`src/rtl/fetch_unit.sv`:
```
// fetch_unit: byte-serial fetch of 1-3 byte instructions over req/ack, issued to the decoder via valid/ready.
// Define FETCH_RSV_CHECK_EN to trap a set reserved bit in byte 0 as an error halt.
module fetch_unit #(
    parameter int B = 8,
    parameter int ADDR_B = 8,
    parameter int OP_B = 3,
    parameter int SEL_B = 4,
    parameter logic [ADDR_B-1:0] RESET_PC = '0
) (
    input  logic              clock,
    input  logic              reset,
    output logic [ADDR_B-1:0] mem_addr,
    output logic              mem_req,
    input  logic              mem_ack,
    input  logic [B-1:0]      mem_data,
    output logic              inst_valid,
    input  logic              inst_ready,
    output logic [OP_B-1:0]   op,
    output logic [SEL_B-1:0]  z_sel,
    output logic [SEL_B-1:0]  x_sel,
    output logic [SEL_B-1:0]  y_sel,
    output logic [B-1:0]      imm,
    output logic [ADDR_B-1:0] pc,
    output logic              halted,
    output logic              err
);
    typedef enum logic [2:0] {FETCH0, FETCH1, FETCH2, ISSUE, HALTED} state_t;
    state_t state;
    logic [OP_B-1:0] op_new;
    logic one_byte, three_byte;
    assign op_new = mem_data[SEL_B +: OP_B];
    assign one_byte = op_new == OP_B'(0) || op_new == OP_B'(1);
    assign three_byte = op == OP_B'(5) || op == OP_B'(7);
    assign mem_req = !reset && (state == FETCH0 || state == FETCH1 || state == FETCH2);
    assign inst_valid = state == ISSUE;
    assign halted = state == HALTED;
`ifndef FETCH_RSV_CHECK_EN
    assign err = 1'b0;
`endif
    always_ff @(posedge clock) begin
        if (reset) begin
            state <= FETCH0;
            mem_addr <= RESET_PC;
            pc <= RESET_PC;
            op <= '0;
            z_sel <= '0;
            x_sel <= '0;
            y_sel <= '0;
            imm <= '0;
`ifdef FETCH_RSV_CHECK_EN
            err <= 1'b0;
`endif
        end else begin
            case (state)
                FETCH0: if (mem_ack) begin
                    mem_addr <= mem_addr + ADDR_B'(1);
                    pc <= mem_addr;
                    op <= op_new;
                    z_sel <= mem_data[SEL_B-1:0];
                    x_sel <= '0;
                    y_sel <= '0;
                    imm <= '0;
`ifdef FETCH_RSV_CHECK_EN
                    if (mem_data[B-1]) begin
                        state <= HALTED;
                        err <= 1'b1;
                    end else
`endif
                    state <= one_byte ? ISSUE : FETCH1;
                end
                FETCH1: if (mem_ack) begin
                    mem_addr <= mem_addr + ADDR_B'(1);
                    // set carries its immediate in byte 1; the others carry x/y selects
                    if (op == OP_B'(2)) imm <= mem_data;
                    else {x_sel, y_sel} <= mem_data;
                    state <= three_byte ? FETCH2 : ISSUE;
                end
                FETCH2: if (mem_ack) begin
                    mem_addr <= mem_addr + ADDR_B'(1);
                    imm <= mem_data;
                    state <= ISSUE;
                end
                ISSUE: if (inst_ready) state <= (op == OP_B'(1)) ? HALTED : FETCH0;
                default: ;
            endcase
        end
    end
endmodule
```
`config.mk`:
```
export PLATFORM = sky130hd
export DESIGN_NAME = fetch_unit
export DESIGN_NICKNAME = d
export VERILOG_FILES = /design/src/rtl/fetch_unit.sv
export SDC_FILE = /design/constraint.sdc
export NUM_CORES = 1
export LEC_CHECK = 0
export CORE_AREA = 2 2 73 75
export DETAILED_ROUTE_END_ITERATION = 12
export DIE_AREA = 0 0 75 77
export GPL_TIMING_DRIVEN = 0
export PLACE_DENSITY_LB_ADDON = 0.12
export SYNTH_ARGS = -nofsm -noshare
export SYNTH_HDL_FRONTEND = slang
export SYNTH_SLANG_ARGS = --single-unit
```
`constraint.sdc`:
```
create_clock -name clock -period 1.8 [get_ports clock]
set_input_delay 0.45 -clock clock [delete_from_list [all_inputs] [get_ports clock]]
set_output_delay 0.45 -clock clock [all_outputs]
set_load 0.03 [all_outputs]
```
# Yosys cells after proc, flatten, opt, wreduce, memory -nomap -nowiden
# Cells that the tools add are included.
dict set report word_totals {
  regBits 42
  wordCells 61
  latchBits 0
  ram_bits 0
  output_inout_bits 43
  memories 0
  rom_bits 0
}
dict set report op_classes {
  muxes 20
  div_mod_pow 0
  add_sub_neg 1
  eq_ne 15
  n_bitwise 0
  n_shift 0
  magnitude_cmp 0
  n_reduce_logical 17
  mul 0
}
# operator n
set op_table {}
lappend op_table {{$mux 8} 4}
lappend op_table {{$pmux 8 s3} 1}
lappend op_table {{$mux 4} 5}
lappend op_table {{$pmux 4 s2} 2}
lappend op_table {{$mux 3} 5}
lappend op_table {{$pmux 3 s4} 1}
lappend op_table {{$reduce_and 5->1} 2}
lappend op_table {{$eq 3x1->1 const B} 3}
lappend op_table {{$eq 3x2->1 const B} 3}
lappend op_table {{$eq 3x3->1 const B} 3}
lappend op_table {{$add 8x1->8 const B} 1}
lappend op_table {{$ne 2x2->1 const B} 4}
lappend op_table {{$logic_not 3->1} 2}
lappend op_table {{$logic_or 1x1->1} 4}
lappend op_table {{$ne 2x1->1 const B} 2}
lappend op_table {{$reduce_and 2->1} 2}
lappend op_table {{$reduce_and 4->1} 1}
lappend op_table {{$reduce_bool 4->1} 1}
lappend op_table {{$reduce_bool 3->1} 1}
lappend op_table {{$reduce_or 3->1} 1}
lappend op_table {{$mux 2} 1}
lappend op_table {{$reduce_bool 2->1} 1}
lappend op_table {{$logic_and 1x1->1} 1}
lappend op_table {{$logic_not 1->1} 1}
lappend op_table {{$mux 1} 1}

# Longest topological paths before layout
# Gate-level depths: netlist (run 1).
dict set report depth {
  word_depth 5
  ltp_mapped 5
}

# Worst setup path before layout (run 1)
# Ideal clock, no wire load.
dict set report synth_path {
  kind {input to output}
  start {input reset}
  end {output mem_req}
  path_stages 3
  t_arrival_ns 1.483
  setup_slack_ns -0.133
  path_cell_list {buf_2 > clkbuf_1 > nor3_1}
}
dict set report synth_between {
  elab_chain_len 2
}
# item line
set synth_lines {}
lappend synth_lines {{from (decl)} 11} ;# input logic reset,
lappend synth_lines {{$logic_not 1->1} 34} ;# assign mem_req = !reset && (state == FETCH0 || state == FETCH1 || state == FETCH2);
lappend synth_lines {{$logic_and 1x1->1} 34}
lappend synth_lines {{to (decl)} 13} ;# output logic mem_req,
# Every way passes these cells.

# Final worst setup path (run 1)
dict set report layout_path {
  start {register imm[6]}
  end {output imm[6]}
}
# item line
set layout_rtl {}
lappend layout_rtl {{from (decl)} 22} ;# output logic [B-1:0] imm,
lappend layout_rtl {{from (signal assigned)} 74} ;# if (op == OP_B'(2)) imm <= mem_data;
lappend layout_rtl {{from (signal assigned)} 80} ;# imm <= mem_data;
# No word-level cell between the ends.

==> results.md, run 1 <==
- CTS tree: done
- Post-synth ARST share: 0%
- Final core utilization: 54.6%
- Die Ht: 77 µm
- CP Capture Type: output port
- Max clock buf depth: 2
- Max Freq: about 0.57 GHz
- Min Tclk post-route: 1.75 ns
- Global-route wire length before repair: 7760 µm
- Core ar.: approximately 5000 µm²
- Placed cells: 340
- Syn Area/Cell: 8.90 µm²
- Final wirelength: 4780 µm
- Max VDD drop: 474 µV
- CP startpoint: imm[6]$_SDFFE_PP0P_
- Seq/Total Area, Yosys: 43.5%
- Switch share: 28.5%
- Initial core utilization: about 39%
- Critical path type: flip-flop to output port
- Worst-Skew Late Latency: roughly 0.30 ns
- Mapped Area: 1930 µm²
- Initial antenna violation count: 0
- Vias in the first global route: between 1500 and 2000
- Share of layout cells above drive strength 1: 14.8%
- Vias: 1691
- Buf/Inv on CP: 1
- DP Wirelength: 3380 µm
- Flop2flop setup slack: 0.25 ns
- Ys flop type: dfxtp_1
- Die ar.: between 5000 and 6000 µm²
- WP data arrival: 1.30 ns
- Initial DRC Count: 102
- Layout Nets: 289
- Fin. Hold Viols: 0
- Worst Skew: 0.00480 ns
- Switch Pwr: 612 µW
- CTS Root Cell: clkbuf_8
- Largest net degree at the start of global routing: 15
- Cell Int Power: 1.54 mW
- Pwr/cell area: slightly below 800 nW/µm²
- Logic pwr share: 17.8%
- Number of routed nets with antenna violations: 0
- Flop pwr share: 46.3%
- I/O Buffers: 53
- Die width: between 70 and 80 µm
- Most frequent cells in the layout: nand2_1, dfxtp_1, a21oi_1, clkdlybuf4s50_1, nand2b_1
- Synth warn: 0
- Total of max-cap violations: 0
- Number of synthesized flops with an enable pin: 0
- RePlAce Congestion: approximately 0.80
- Num CTS Buffers: 5
- FF+latch count, synth: 42
- Post-CTS Setup Inserts: 0
- Gr usage total: 17.3%
- First-pass iteration count of the detailed router: 4
- Area growth from synthesis to layout: 40.6%
- Vias per cell: between 4 and 5
- Max incr delay on CP: 0.67 ns
- H-tree levels: 2
- Leak Pwr: 1.34 nW
- Site Rows: 26
- Min-delay worst type: flip-flop to flip-flop
- Hold Crit Start: pc[1]$_SDFFE_PP0P_
- Cell Chain, Critical Path: clkdlybuf4s50_1
- Top delay family on crit path: buffers and inverters
- Post-CTS Hold Buffers: 0
- CP Launch Type: flip-flop
- PostCTS Resize Cnt: 43
- Critical-path top delay cell: clkdlybuf4s50_1
- Non-Filler Instances: 347
- Slew margin rel.: 56.8%
- Mapped Cells: 217
- CP required: 1.35 ns
- Wire length per cell: 13.8 µm
- Clock sink count: 42
- Final Slew Violations: 0
- RSZ-0062 raised after global routing: no
- Synth Net Count: 230
- Clock power frac: between 30% and 40%
- Final setup viols: 0
- Top-level I/O count: 55
- Hold slack: 0.456 ns
- CP max FO: 2
- Status: finished clean
- Period utilization: 97.4%
- Reg-to-reg startpoint: state[2]$_SDFFE_PP0P_
- Remaining global-route overflow: 0
- Cell variety after synth: 41
- Tightest Pin Transition: roughly 0.65 ns
- # diodes: 0
- Clk slew on worst S/H paths: 0.09 ns
- Drc violations: 0
path summary, 6_finish.rpt:
path,end,cells after the start
worst max register to register,mem_addr[6]$_SDFFE_PP0P_,4
worst min-delay path,pc[1]$_SDFFE_PP0P_,2
worst max-delay path,imm[6],1
worst min register to register,pc[1]$_SDFFE_PP0P_,2
layout make-up:
cell class / count / area (µm²)
buffer: 14 / 108
clock buffer: 5 / 68.8
clock inverter: 3 / 43.8
fill: 480 / 2260
inverter: 1 / 3.75
multi-input combinational: 159 / 1020
sequential: 42 / 852
tap: 70 / 87.6
timing repair buffer: 53 / 536
routing by layer:
metal	track usage [%]	routed length (µm)	up-vias
met5	0	0	-
met4	5.89	65	0
met3	4.47	234	7
met2	26.0	2170	46
met1	23.7	2310	778
li1	-	-	860
power groups by stage:
stage,Clock (mW),Sequential (mW),Combinational (mW)
after global routing,0.829,1.00,0.410
after detailed placement,0,1.02,0.389
after floorplan,0,1.07,0.190
after CTS,0.791,0.997,0.387
after global placement,0,1.02,0.387
final,0.773,0.995,0.383
registers in the layout, summed over array words and instances, names as in the netlist:
name      count
z_sel         4
x_sel         4
pc            8
state         3
y_sel         4
imm           8
op            3
mem_addr      8
kinds of logic after synthesis:
group                    share of synthesized area [%]
adder cells (fa/ha/maj)                          0.648
buffers and inverters                             4.79
other                                            0.194
AO/OA/AOI/OAI                                     11.9
multiplexers                                      10.0
AND/OR/NAND/NOR                                   28.1
XOR/XNOR                                         0.842
flip-flops                                        43.5
Yosys cell counts, drive strengths merged, types with 2 or more instances:
master	n	share of area, %
mux2	3	1.7
nor4	3	0.97
nand2b	18	6.2
nand3	13	3.4
nor4b	2	2.0
clkbuf	3	0.58
or4	3	1.2
nor2b	3	0.97
nand2	40	7.8
o31ai	3	1.2
buf	12	4.0
dfxtp	42	44
mux2i	16	8.3
nor2	11	2.1
nor3b	2	0.78
a21oi	22	5.7
o21ai	2	0.52
through the flow:
stage | setup WS [ns] | power [mW] | instance area, µm² | setup TNS (ns)
2_1_floorplan | 0.118 | 1.26 | 1940 | 0
3_3_place_gp | -0.970 | 1.41 | 2560 | -13.73
5_1_grt | 0.00249 | 2.24 | 2720 | 0
4_1_cts | 0.00333 | 2.17 | 2670 | 0
3_5_place_dp | -0.961 | 1.41 | 2560 | -13.29
6_report | 0.0463 | 2.15 | 2720 | 0
Power figures use the tool's default switching activity.
==> inputs of run 2 (changes only) <==
- CAP_MARGIN: default -> 5
- CELL_PAD_IN_SITES_DETAIL_PLACEMENT: default -> 1
- CELL_PAD_IN_SITES_GLOBAL_PLACEMENT: default -> 1
- CORE_AREA: 2 2 73 75 -> 2 2 78 80
- CTS_CLUSTER_SIZE: default -> 10
- DIE_AREA: 0 0 75 77 -> 0 0 80 82
==> run 2 against run 1 <==
Effect of this change:
- clock power shrank 1%
- worst hold slack lost 0.0016 ns
- fmax is essentially flat
==> results.md, run 2 (synthesis gave the netlist of run 1 again) <==
- Max incr delay on CP: 0.21 ns
- Layout Nets: 289
- Final setup margin: 0.0456 ns
- Vias: 1739
- Initial DRC Count: 71
- Worst Skew: 0.00560 ns
- Most frequent cells in the layout: nand2_1, dfxtp_1, a21oi_1, dlymetal6s2s_1, nand2b_1
- First-pass iteration count of the detailed router: 4
- Die ar.: 6560 µm²
- Critical-path top delay cell: clkdlybuf4s15_2
- Hold slack: around 0.45 ns
- Tightest Pin Transition: between 0.6 and 0.7 ns
- Hold Crit Start: pc[2]$_SDFFE_PP0P_
- Status: finished clean
- Number of routed nets with antenna violations: 0
- Post-CTS Hold Buffers: 0
- Final wirelength: ~5300 µm
- Site Rows: 28
- Post-CTS Setup Inserts: 0
- Final Slew Violations: 0
- Die width: 80 µm
- Vias in the first global route: 1668
- Vias per cell: 4.94
- CP Launch Type: primary input
- Pwr/cell area: 778 nW/µm²
- Setup tns final: 0 ns
- Initial antenna violation count: 0
- H-tree levels: 2
- Share of layout cells above drive strength 1: 14.4%
- CP max FO: 10
- Area growth from synthesis to layout: 43.3%
- Min Tclk post-route: 1.75 ns
- Min-delay worst type: flip-flop to flip-flop
- Drc violations: 0
- Num CTS Buffers: 5
- Fin. Hold Viols: 0
- I/O Buffers: 53
- Period utilization: a little over nine tenths
- Top-level I/O count: between 50 and 60
- DP Wirelength: a little under 4000 µm
- Critical path type: primary input to output port
- Worst reg2reg path depth: 4
- Max VDD drop: 356 µV
- Gr usage total: about 17%
- Non-Filler Instances: 352
- Core ar.: 5750 µm²
- RePlAce Congestion: 0.794
- CP most frequent cell: buf_6
- CTS tree: done
- Wire length per cell: between 15 and 20 µm
- R2R Path End: mem_addr[5]$_SDFFE_PP0P_
- Worst slack, placed: -1.03 ns
- WP data arrival: about 1.3 ns
- CTS Root Cell: clkbuf_8
- Initial core utilization: between 30% and 40%
- Clk slew on worst S/H paths: about 0.090 ns
- Slew margin rel.: 56.6%
- Max clock buf depth: 2
- Global-route wire length before repair: 8400 µm
- Total of max-cap violations: 0
- CP startpoint: reset
- Final setup viols: 0
- RSZ-0062 raised after global routing: no
- Overall Power: between 2 and 2.5 mW
- Largest net degree at the start of global routing: 15
- Biggest regs: imm: 8 flops, mem_addr: 8 flops, pc: 8 flops
- CP Capture Type: output port
- # diodes: 0
- Max Freq: 0.570 GHz
- Hold Path Cell Cnt: 2
- Leak Pwr: 1.45 nW
- CP required: 1.35 ns
- Placed cells: 345
- Die Ht: 82 µm
- Hold path endpoint: pc[2]$_SDFFE_PP0P_
- Reg-to-reg startpoint: state[2]$_SDFFE_PP0P_
- Remaining global-route overflow: 0
- Flop2flop setup slack: 0.24 ns
- Worst-Skew Late Latency: 0.30 ns
- Cell Chain, Critical Path: clkdlybuf4s15_2, buf_6, clkbuf_16, nor3_4, buf_6
- Clock sink count: 42
==> run 2: changes by cell type in the layout (fill, tap and decap cells not counted), moves of 2 or more <==
cell	before	now
buf_2	5	3
buf_6	4	6
dlymetal6s2s_1	16	22
clkdlybuf4s50_1	19	14
==> run 2: how the worst max path moves through the flow <==
stage / to / slack, ns / cells after the start
floorplan: mem_req / 0.12 / 3
global placement: mem_req / -1.01 / 5
detailed placement: mem_req / -1.03 / 5
CTS: halted / 0.004 / 3
global route: pc[0] / 0.003 / 1
finish: mem_req / 0.05 / 5
==> run 2: metal layers <==
metal | part of all wire (%) | track usage (%) | vias up
met2 | 49 | 29.5 | 33
li1 | - | - | 865
met1 | 46 | 20.7 | 839
met5 | 0 | 0 | -
met4 | 0.47 | 5.08 | 0
met3 | 4.5 | 4.73 | 2
==> run 2: timing repair <==
action,CTS,global route
pin swaps,0,0
endpoints found under the setup margin,38,25
gates resized for setup,45,31
endpoints found under the hold margin,0,0
==> run 2: per-stage QoR <==
stage                     util (%)  area (µm²)
after floorplan                  -        1940
after global placement        44.7        2570
after detailed placement      44.7        2570
after CTS                     46.9        2690
after global routing          48.2        2770
final                         48.2        2770
==> run 2: area by class of cell <==
cell class	count	area, µm²
repair buffers	53	567
plain buffers	14	123
clock buffers	5	68.8
fillers	683	2980
inverters	1	3.75
well taps	75	93.8
flip-flops and latches	42	852
clock inverters	3	43.8
multi-input cells	159	1020
==> run 2: power breakdown <==
| group | internal (mW) | switching (mW) |
|---|---|---|
| logic | 0.166 | 0.229 |
| registers | 0.962 | 0.0339 |
| clock network | 0.416 | 0.347 |
| total | 1.54 | 0.610 |
==> run 2: worst max-delay path, delay by kind of cell <==
family	cells	cell delay, ns
simple gates	1	0.17
buf+inv	4	0.68
